$ cat config.mk
export PLATFORM = sky130hd
export DESIGN_NAME = five_bit_operand_sequencer
export DESIGN_NICKNAME = d
export VERILOG_FILES = /design/src/rtl/five_bit_operand_sequencer.sv
export SDC_FILE = /design/constraint.sdc
export NUM_CORES = 1
export LEC_CHECK = 0
export BUFFER_PORTS_ARGS = -buffer_cell sky130_fd_sc_hd__buf_2
export CAP_MARGIN = 15
export CELL_PAD_IN_SITES_DETAIL_PLACEMENT = 0
export CELL_PAD_IN_SITES_GLOBAL_PLACEMENT = 1
export CORE_ASPECT_RATIO = 1.4
export CORE_MARGIN = 2
export CORE_UTILIZATION = 36
export DETAILED_ROUTE_END_ITERATION = 12
export PLACE_DENSITY = 0.77
export SLEW_MARGIN = 10
export SYNTH_ARGS = -nofsm -noshare
export SYNTH_HDL_FRONTEND = slang
export SYNTH_SLANG_ARGS = --single-unit
$ cat constraint.sdc
create_clock -name clk -period 2.1 [get_ports clk]
set_input_delay 0.105 -clock clk [delete_from_list [all_inputs] [get_ports clk]]
set_output_delay 0.105 -clock clk [all_outputs]
set_load 0.02 [all_outputs]
$ cat src/rtl/five_bit_operand_sequencer.sv
`default_nettype none
// ============================================================================
//  Module      : five_bit_operand_sequencer
//  Description : Captures operand A then operand B from a shared switch bus
//                on successive debounced load presses, drives both operands
//                to an external ripple adder, and holds the registered
//                {cout,sum} result with a valid flag.
//  Revision    : 1.0  initial release
// ============================================================================
module five_bit_operand_sequencer #(
    parameter int WIDTH    = 5,
    parameter int SYNC_LEN = 2
) (
    input  logic             clk,
    input  logic             reset,
    input  logic [WIDTH-1:0] data_in_i,
    input  logic             load_i,
    output logic [WIDTH-1:0] a_o,
    output logic [WIDTH-1:0] b_o,
    input  logic [WIDTH-1:0] sum_i,
    input  logic             cout_i,
    output logic [WIDTH:0]   result_o,
    output logic             result_valid_o,
    output logic [1:0]       state_dbg_o
);

    typedef enum logic [1:0] {
        IDLE  = 2'b00,
        GOT_A = 2'b01,
        ADD   = 2'b10,
        DONE  = 2'b11
    } state_t;

    state_t state_q, state_d;

    logic [SYNC_LEN-1:0] sync_q;
    logic                edge_q;
    logic                ld_pulse;

    logic [WIDTH-1:0] a_q, a_d;
    logic [WIDTH-1:0] b_q, b_d;
    logic [WIDTH:0]   result_q, result_d;
    logic             valid_q, valid_d;

    // Synchronise the raw button level and remember the last synced level.
    always_ff @(posedge clk) begin
        if (reset) begin
            sync_q <= '0;
            edge_q <= 1'b0;
        end else begin
            sync_q <= {sync_q[SYNC_LEN-2:0], load_i};
            edge_q <= sync_q[SYNC_LEN-1];
        end
    end

    // One-cycle pulse per 0->1 transition of the synchronised level.
    assign ld_pulse = sync_q[SYNC_LEN-1] & ~edge_q;

    // FSM state and datapath registers.
    always_ff @(posedge clk) begin
        if (reset) begin
            state_q  <= IDLE;
            a_q      <= '0;
            b_q      <= '0;
            result_q <= '0;
            valid_q  <= 1'b0;
        end else begin
            state_q  <= state_d;
            a_q      <= a_d;
            b_q      <= b_d;
            result_q <= result_d;
            valid_q  <= valid_d;
        end
    end

    // Next-state and register-update decode; everything holds unless a step fires.
    always_comb begin
        state_d  = state_q;
        a_d      = a_q;
        b_d      = b_q;
        result_d = result_q;
        valid_d  = valid_q;
        unique case (state_q)
            IDLE, DONE: begin
                // A new addition starts here; B keeps its old value until recaptured.
                if (ld_pulse) begin
                    a_d     = data_in_i;
                    valid_d = 1'b0;
                    state_d = GOT_A;
                end
            end
            GOT_A: begin
                if (ld_pulse) begin
                    b_d     = data_in_i;
                    state_d = ADD;
                end
            end
            ADD: begin
                // Adder has settled from registered A/B; a pulse here is dropped.
                result_d = {cout_i, sum_i};
                valid_d  = 1'b1;
                state_d  = DONE;
            end
            default: state_d = IDLE;
        endcase
    end

    assign a_o            = a_q;
    assign b_o            = b_q;
    assign result_o       = result_q;
    assign result_valid_o = valid_q;
    assign state_dbg_o    = state_q;

endmodule
`default_nettype wire

==> results.md, run 1 <==
* Status: finished clean
* CTS sink count at 22
* PortBufs at 32
* Peak Freq at between 0.6 and 0.7 GHz
* Final wirelength at between 1500 and 2000 µm
* Worst Tran Pin Value at slightly below 400 ps
* Setup TNS at 0 ps
* VDD IR max at 0.466 mV
* Layout cells sized above 1 at 0.301
* Starting density of the core at 0.387
* Average cell area after synthesis at 9.26 µm²
* Max H-tree Level at 1
* Setup crit start kind: flip-flop
* Ports at 33
* Placed instance area at 1000 µm²
* Pwr Density at 1170 mW/mm²
* Final period utilization at 0.717
* CP arrival at roughly 1700 ps
* Final Max Tran Viols at 0
* Area taken by multi-input logic gates at approximately 360 µm²
* Max-cap check violation count at 0
* Die height at 61.6 µm
* Clock latency on the worst-skew pair at 320 ps
* Largest net degree at the start of global routing at 24
* 1st-iter DRT viols at 6
* Worst-path clk slew at around 130 ps
* Crit path capture type: flip-flop
* Finished layout cell area at between 0.001 and 0.0015 mm²
* Via density at 4.89
* Crit Path Max Fanout at 9
* Antenna violations before repair at 0
* Post-route DRC at 0
* Synth Register Bits at 22
* Postcts setup bufs at 0
* R2R cell count at 5
* Clock buffer depth at 2
* RR Endpoint: result_valid_o
* Synth Net Count at approximately 110
* Gpl congestion at 0.720
* Post-synthesis cell area at 852 µm²
* Leak at 0.475 nW
* Core Region at 0.00220 mm²
* Vias in the first global route at 634
* Register area at ~440 µm²
* Mapped Cells at 92
* DPL Wire Length at ~1200 µm
* CTS Root Cell: clkbuf_4
* Final Power at ~1.2 mW
* First-pass GRT wire length at 2680 µm
* R2r startpoint: state_dbg_o[0]
* Inserted Clock Buffers at 3
* Die area at roughly 0.0028 mm²
* Row count at 20
* Yosys warnings at 0
* Total congestion overflow at 0
* GRT Total Usage at 0.139
* Synth-to-layout area growth at 24.7%
* Fin nets at between 100 and 150
* Sequential-to-total area share from yosys stat at 0.517
* Initial DRT Pass Iterations at 4
* Fin crit period at 1500 ps
* Critical path class: reg -> reg
* Hold_sp: sum_i[3]
* Clock skew at about 5.9 ps
* DR WL/cell at ~12 µm
* Post-synth cell types at 20
* Post-DRT Antenna Nets at 0
* RSZ-0062 raised after global routing: no
* Min-Delay Endpoint: result_o[3]
* Fill count at between 200 and 250
* Worst hold path type: in -> reg
* CTS tree: yes
* Die width at between 40 and 50 µm
* Vias post-DR at roughly 700
* Reg-to-reg slack, setup at 600 ps
* Hold Fails Final Rpt at 0
* Depth of the worst hold-timing path at 3
* Worst rel slew slack at 0.736
* WP data required at between 2000 and 2500 ps
* Ant diodes at 0
* Setup violators final at 0
repair_timing:
item,in CTS,in global routing
gates resized for setup,0,0
endpoints found under the hold margin,1,0
hold buffers,1,0
cell type report:
class	count	area share
multi-input cells	61	0.339
inverters	3	0.0106
flip-flops and latches	22	0.415
repair buffers	33	0.160
clock inverters	1	0.0283
clock buffers	3	0.0212
well taps	22	0.0259
worst max-delay path by stage:
stage | start | end | slack (ps) | cells past startpoint
6_report | state_dbg_o[0] | result_valid_o | 600 | 5
5_1_grt | state_dbg_o[0] | result_valid_o | 430 | 5
4_1_cts | state_dbg_o[0] | result_valid_o | 600 | 5
3_5_place_dp | state_dbg_o[0] | result_valid_o | 610 | 5
3_3_place_gp | state_dbg_o[0] | result_valid_o | 650 | 5
2_1_floorplan | state_dbg_o[0] | result_valid_o | 660 | 6
report_power, final:
group          switching (mW)  internal, mW  leakage (nW)
combinational           0.248         0.158         0.268
clock                   0.135         0.193        0.0279
sequential             0.0360         0.474         0.179
total                   0.419         0.825         0.475
per-layer routing:
| metal | global-route usage | vias up | share of wire |
|---|---|---|---|
| li1 | - | 370 | - |
| met1 | 0.153 | 313 | 0.40 |
| met2 | 0.229 | 22 | 0.51 |
| met3 | 0.0264 | 4 | 0.051 |
| met4 | 0.113 | 0 | 0.033 |
| met5 | 0 | - | 0 |
sequential cells by signal, indices dropped and copies added (netlist names):
register,count
a_o,5
state_dbg_o,2
result_o,6
b_o,5
sync_q,2
edge_q,1
result_valid_o,1
per-stage QoR:
step | cells | hold slack, ps | setup WS (ps) | utilization
floorplan | 92 | 177 | 665 | -
global placement | 140 | 312 | 648 | 0.454
detailed placement | 140 | 320 | 607 | 0.454
CTS | 145 | 4.55 | 600 | 0.482
global route | 145 | 17.0 | 430 | 0.482
finish | 145 | 11.8 | 595 | 0.482
layout by cell type, fill, tap and decap left out, drive strengths merged:
cell type    instances
buf                 32
clkbuf               3
nor2                 8
nor3                 3
nand3b               2
a21oi               11
nor3b                1
inv                  3
o21ai                1
nand3               10
nand2               10
dfxtp               22
bufinv               1
dlygate4sd3          1
mux2i                6
nor2b                4
o31ai                1
o21a                 1
ha                   3
cell families after synthesis:
logic type / share of synthesized area
AND/OR/NAND/NOR: 0.220
adder cells (fa/ha/maj): 0.0441
multiplexers: 0.0705
AO/OA/AOI/OAI: 0.0881
flip-flops: 0.517
buffers and inverters: 0.0602
cell usage after synthesis (all sizes together):
cell,n,share of area
nand3b,2,0.018
nor3b,1,0.0088
mux2i,6,0.070
clkbuf,1,0.0044
nand3,10,0.059
ha,3,0.044
a21oi,11,0.065
o31ai,1,0.0088
inv,3,0.013
o21a,1,0.0088
dfxtp,22,0.52
nor3,3,0.018
o21ai,1,0.0059
nand2,10,0.044
buf,5,0.043
nor2,8,0.035
nor2b,4,0.038
critical path: stages, from the launching register on:
cell and delay, ps:
dfxtp_1 420, inv_1 60, ha_1 440, nand3b_1 230, a21oi_1 200, nor3_1 50
(Power assumes the default switching activity.)
==> run 2, diff against run 1 <==
--- a/config.mk
+++ b/config.mk
@@ -11,9 +11,9 @@
 export CELL_PAD_IN_SITES_GLOBAL_PLACEMENT = 1
 export CORE_ASPECT_RATIO = 1.4
 export CORE_MARGIN = 2
-export CORE_UTILIZATION = 36
+export CORE_UTILIZATION = 30
 export DETAILED_ROUTE_END_ITERATION = 12
-export PLACE_DENSITY = 0.77
+export PLACE_DENSITY = 0.69
 export SLEW_MARGIN = 10
 export SYNTH_ARGS = -nofsm -noshare
 export SYNTH_HDL_FRONTEND = slang
==> constraint.sdc (replaced) <==
create_clock -name clk -period 1.27 [get_ports clk]
set_input_delay 0.0635 -clock clk [delete_from_list [all_inputs] [get_ports clk]]
set_output_delay 0.0635 -clock clk [all_outputs]
set_load 0.02 [all_outputs]
==> results.md, run 2 (synthesized netlist as in run 1, its figures left out) <==
* Status: finished clean
* Final Power at roughly 2.1 mW
* Pwr Density at 1760 mW/mm²
* CP peak stage delay at between 300 and 400 ps
* Antenna violations before repair at 0
* Inserted Clock Buffers at 3
* Die height at ~67 µm
* Hold Fails Final Rpt at 0
* Final wirelength at about 1900 µm
* Post-route DRC at 0
* WHS at 2.77 ps
* Part of the power in registers at 0.408
* Max FFs per register at 6
* 1st-iter DRT viols at 3
* Fin crit period at between 1000 and 1500 ps
* Gpl congestion at between 0.7 and 0.8
* Sw Ratio at 0.348
* CTS tree: yes
* Core Region at 0.00267 mm²
* Vias in the first global route at 730
* Clock latency on the worst-skew pair at approximately 310 ps
* Sw power at 732 µW
* First-pass GRT wire length at 3260 µm
* Worst rel slew slack at 0.788
* RSZ-0062 raised after global routing: yes
* DPL Wire Length at ~1400 µm
* Setup crit start kind: flip-flop
* Crit Path Max Fanout at 6
* Die area at between 0.003 and 0.004 mm²
* Starting density of the core at 0.319
* Final Max Tran Viols at 0
* Clock power frac at 0.184
* Clock buffer depth at 2
* Setup violators final at 0
* CTS Root Cell: clkbuf_4
* Max-cap check violation count at 0
* DR WL/cell at ~11 µm
* Initial DRT Pass Iterations at 3
* P_int at 1.37 mW
* Worst hold path type: in -> reg
* Layout cells sized above 1 at 0.348
* Ant diodes at 0
* Worst Tran Pin Value at ~320 ps
* Max H-tree Level at 1
* Gate power share at 0.409
* Ports at 33
* Clock skew at roughly 8.5 ps
* VDD IR max at between 0.9 and 1 mV
* PortBufs at 32
* Via density at 4.43
* Peak Freq at around 0.84 GHz
* CP Buf/Inv Count at 1
* WP data required at approximately 1500 ps
* Vias post-DR at about 760
* Critical path class: reg -> reg
* Most common cell after layout, fill and taps aside: buf_2
* Cell family with most CP delay: flip-flops
* Worst-path clk slew at ~120 ps
* Dpl cells at 157
* Most frequent cells in the layout: 32 x buf_2, 20 x dfxtp_1, 11 x a21oi_1
* Final period utilization at 0.937
* Die width at around 50 µm
* Post-DRT Antenna Nets at 0
* Largest net degree at the start of global routing at 17
* Post-route setup slack at between 70 and 80 ps
* CP arrival at between 1000 and 1500 ps
* GRT Total Usage at 0.131
* Row count at 22
* Total congestion overflow at 0
* Post-Place Worst Slack at between 15 and 20 ps
* Fin nets at 153
* CTS sink count at 22
* Non-Filler Instances at 171
* CP cell instances: inv_2, ha_4, nand3b_1, a21oi_1, nor3_1
* Synth-to-layout area growth at 39.8%
* Crit path capture type: flip-flop
* CP max stage cell: dfxtp_4
* Leak at roughly 0.52 nW
==> run 2: power by group through the flow <==
stage               registers [mW]  clock network (mW)  logic [mW]
detailed placement           0.876                   0       0.736
global route                 0.873               0.429       0.945
CTS                          0.851               0.398       0.809
floorplan                    0.982                   0       0.449
global placement             0.875                   0       0.718
finish                       0.857               0.386       0.859
==> run 2: area by class of cell <==
class                      count  area [µm²]
inverter                       3        11.3
timing repair buffer          45         278
fill                         275        1480
tap                           36        45.0
clock buffer                   4        36.3
multi-input combinational     61         375
sequential                    22         445
==> run 2: routing by layer <==
metal,vias up,GRT usage,part of all wire
li1,393,-,-
met1,333,0.143,0.42
met2,28,0.236,0.51
met3,4,0.0224,0.054
met4,0,0.0750,0.018
met5,-,0,0
==> run 2: worst reg2reg max path: stages (launching register included) <==
cell      delay, ps
dfxtp_4         370
inv_2            40
ha_4            270
nand3b_1        180
a21oi_1         180
nor3_1           50
==> run 2: final timing paths <==
path / startpoint / to / slack [ps] / cells past startpoint
worst min register to register: sync_q[0] / sync_q[1] / 450 / 1
worst min-delay path: sum_i[1] / result_o[1] / 3 / 3
worst max-delay path: state_dbg_o[0] / result_valid_o / 80 / 5
worst max register to register: state_dbg_o[0] / result_valid_o / 80 / 5
==> run 2: through the flow <==
stage | setup TNS, ps | utilization | area, µm²
floorplan | 0 | - | 861
global placement | 0 | 0.391 | 1040
detailed placement | 0 | 0.391 | 1040
CTS | 0 | 0.437 | 1170
global route | -9.40 | 0.446 | 1190
finish | 0 | 0.446 | 1190
==> run 2: timing repair <==
action | in CTS | in global routing
hold buffers | 7 | 1
resized for setup | 0 | 2
setup buffers | 2 | 0
endpoints found under the setup margin | 1 | 9
hold endpoints to repair | 9 | 1
pin swaps | 2 | 2
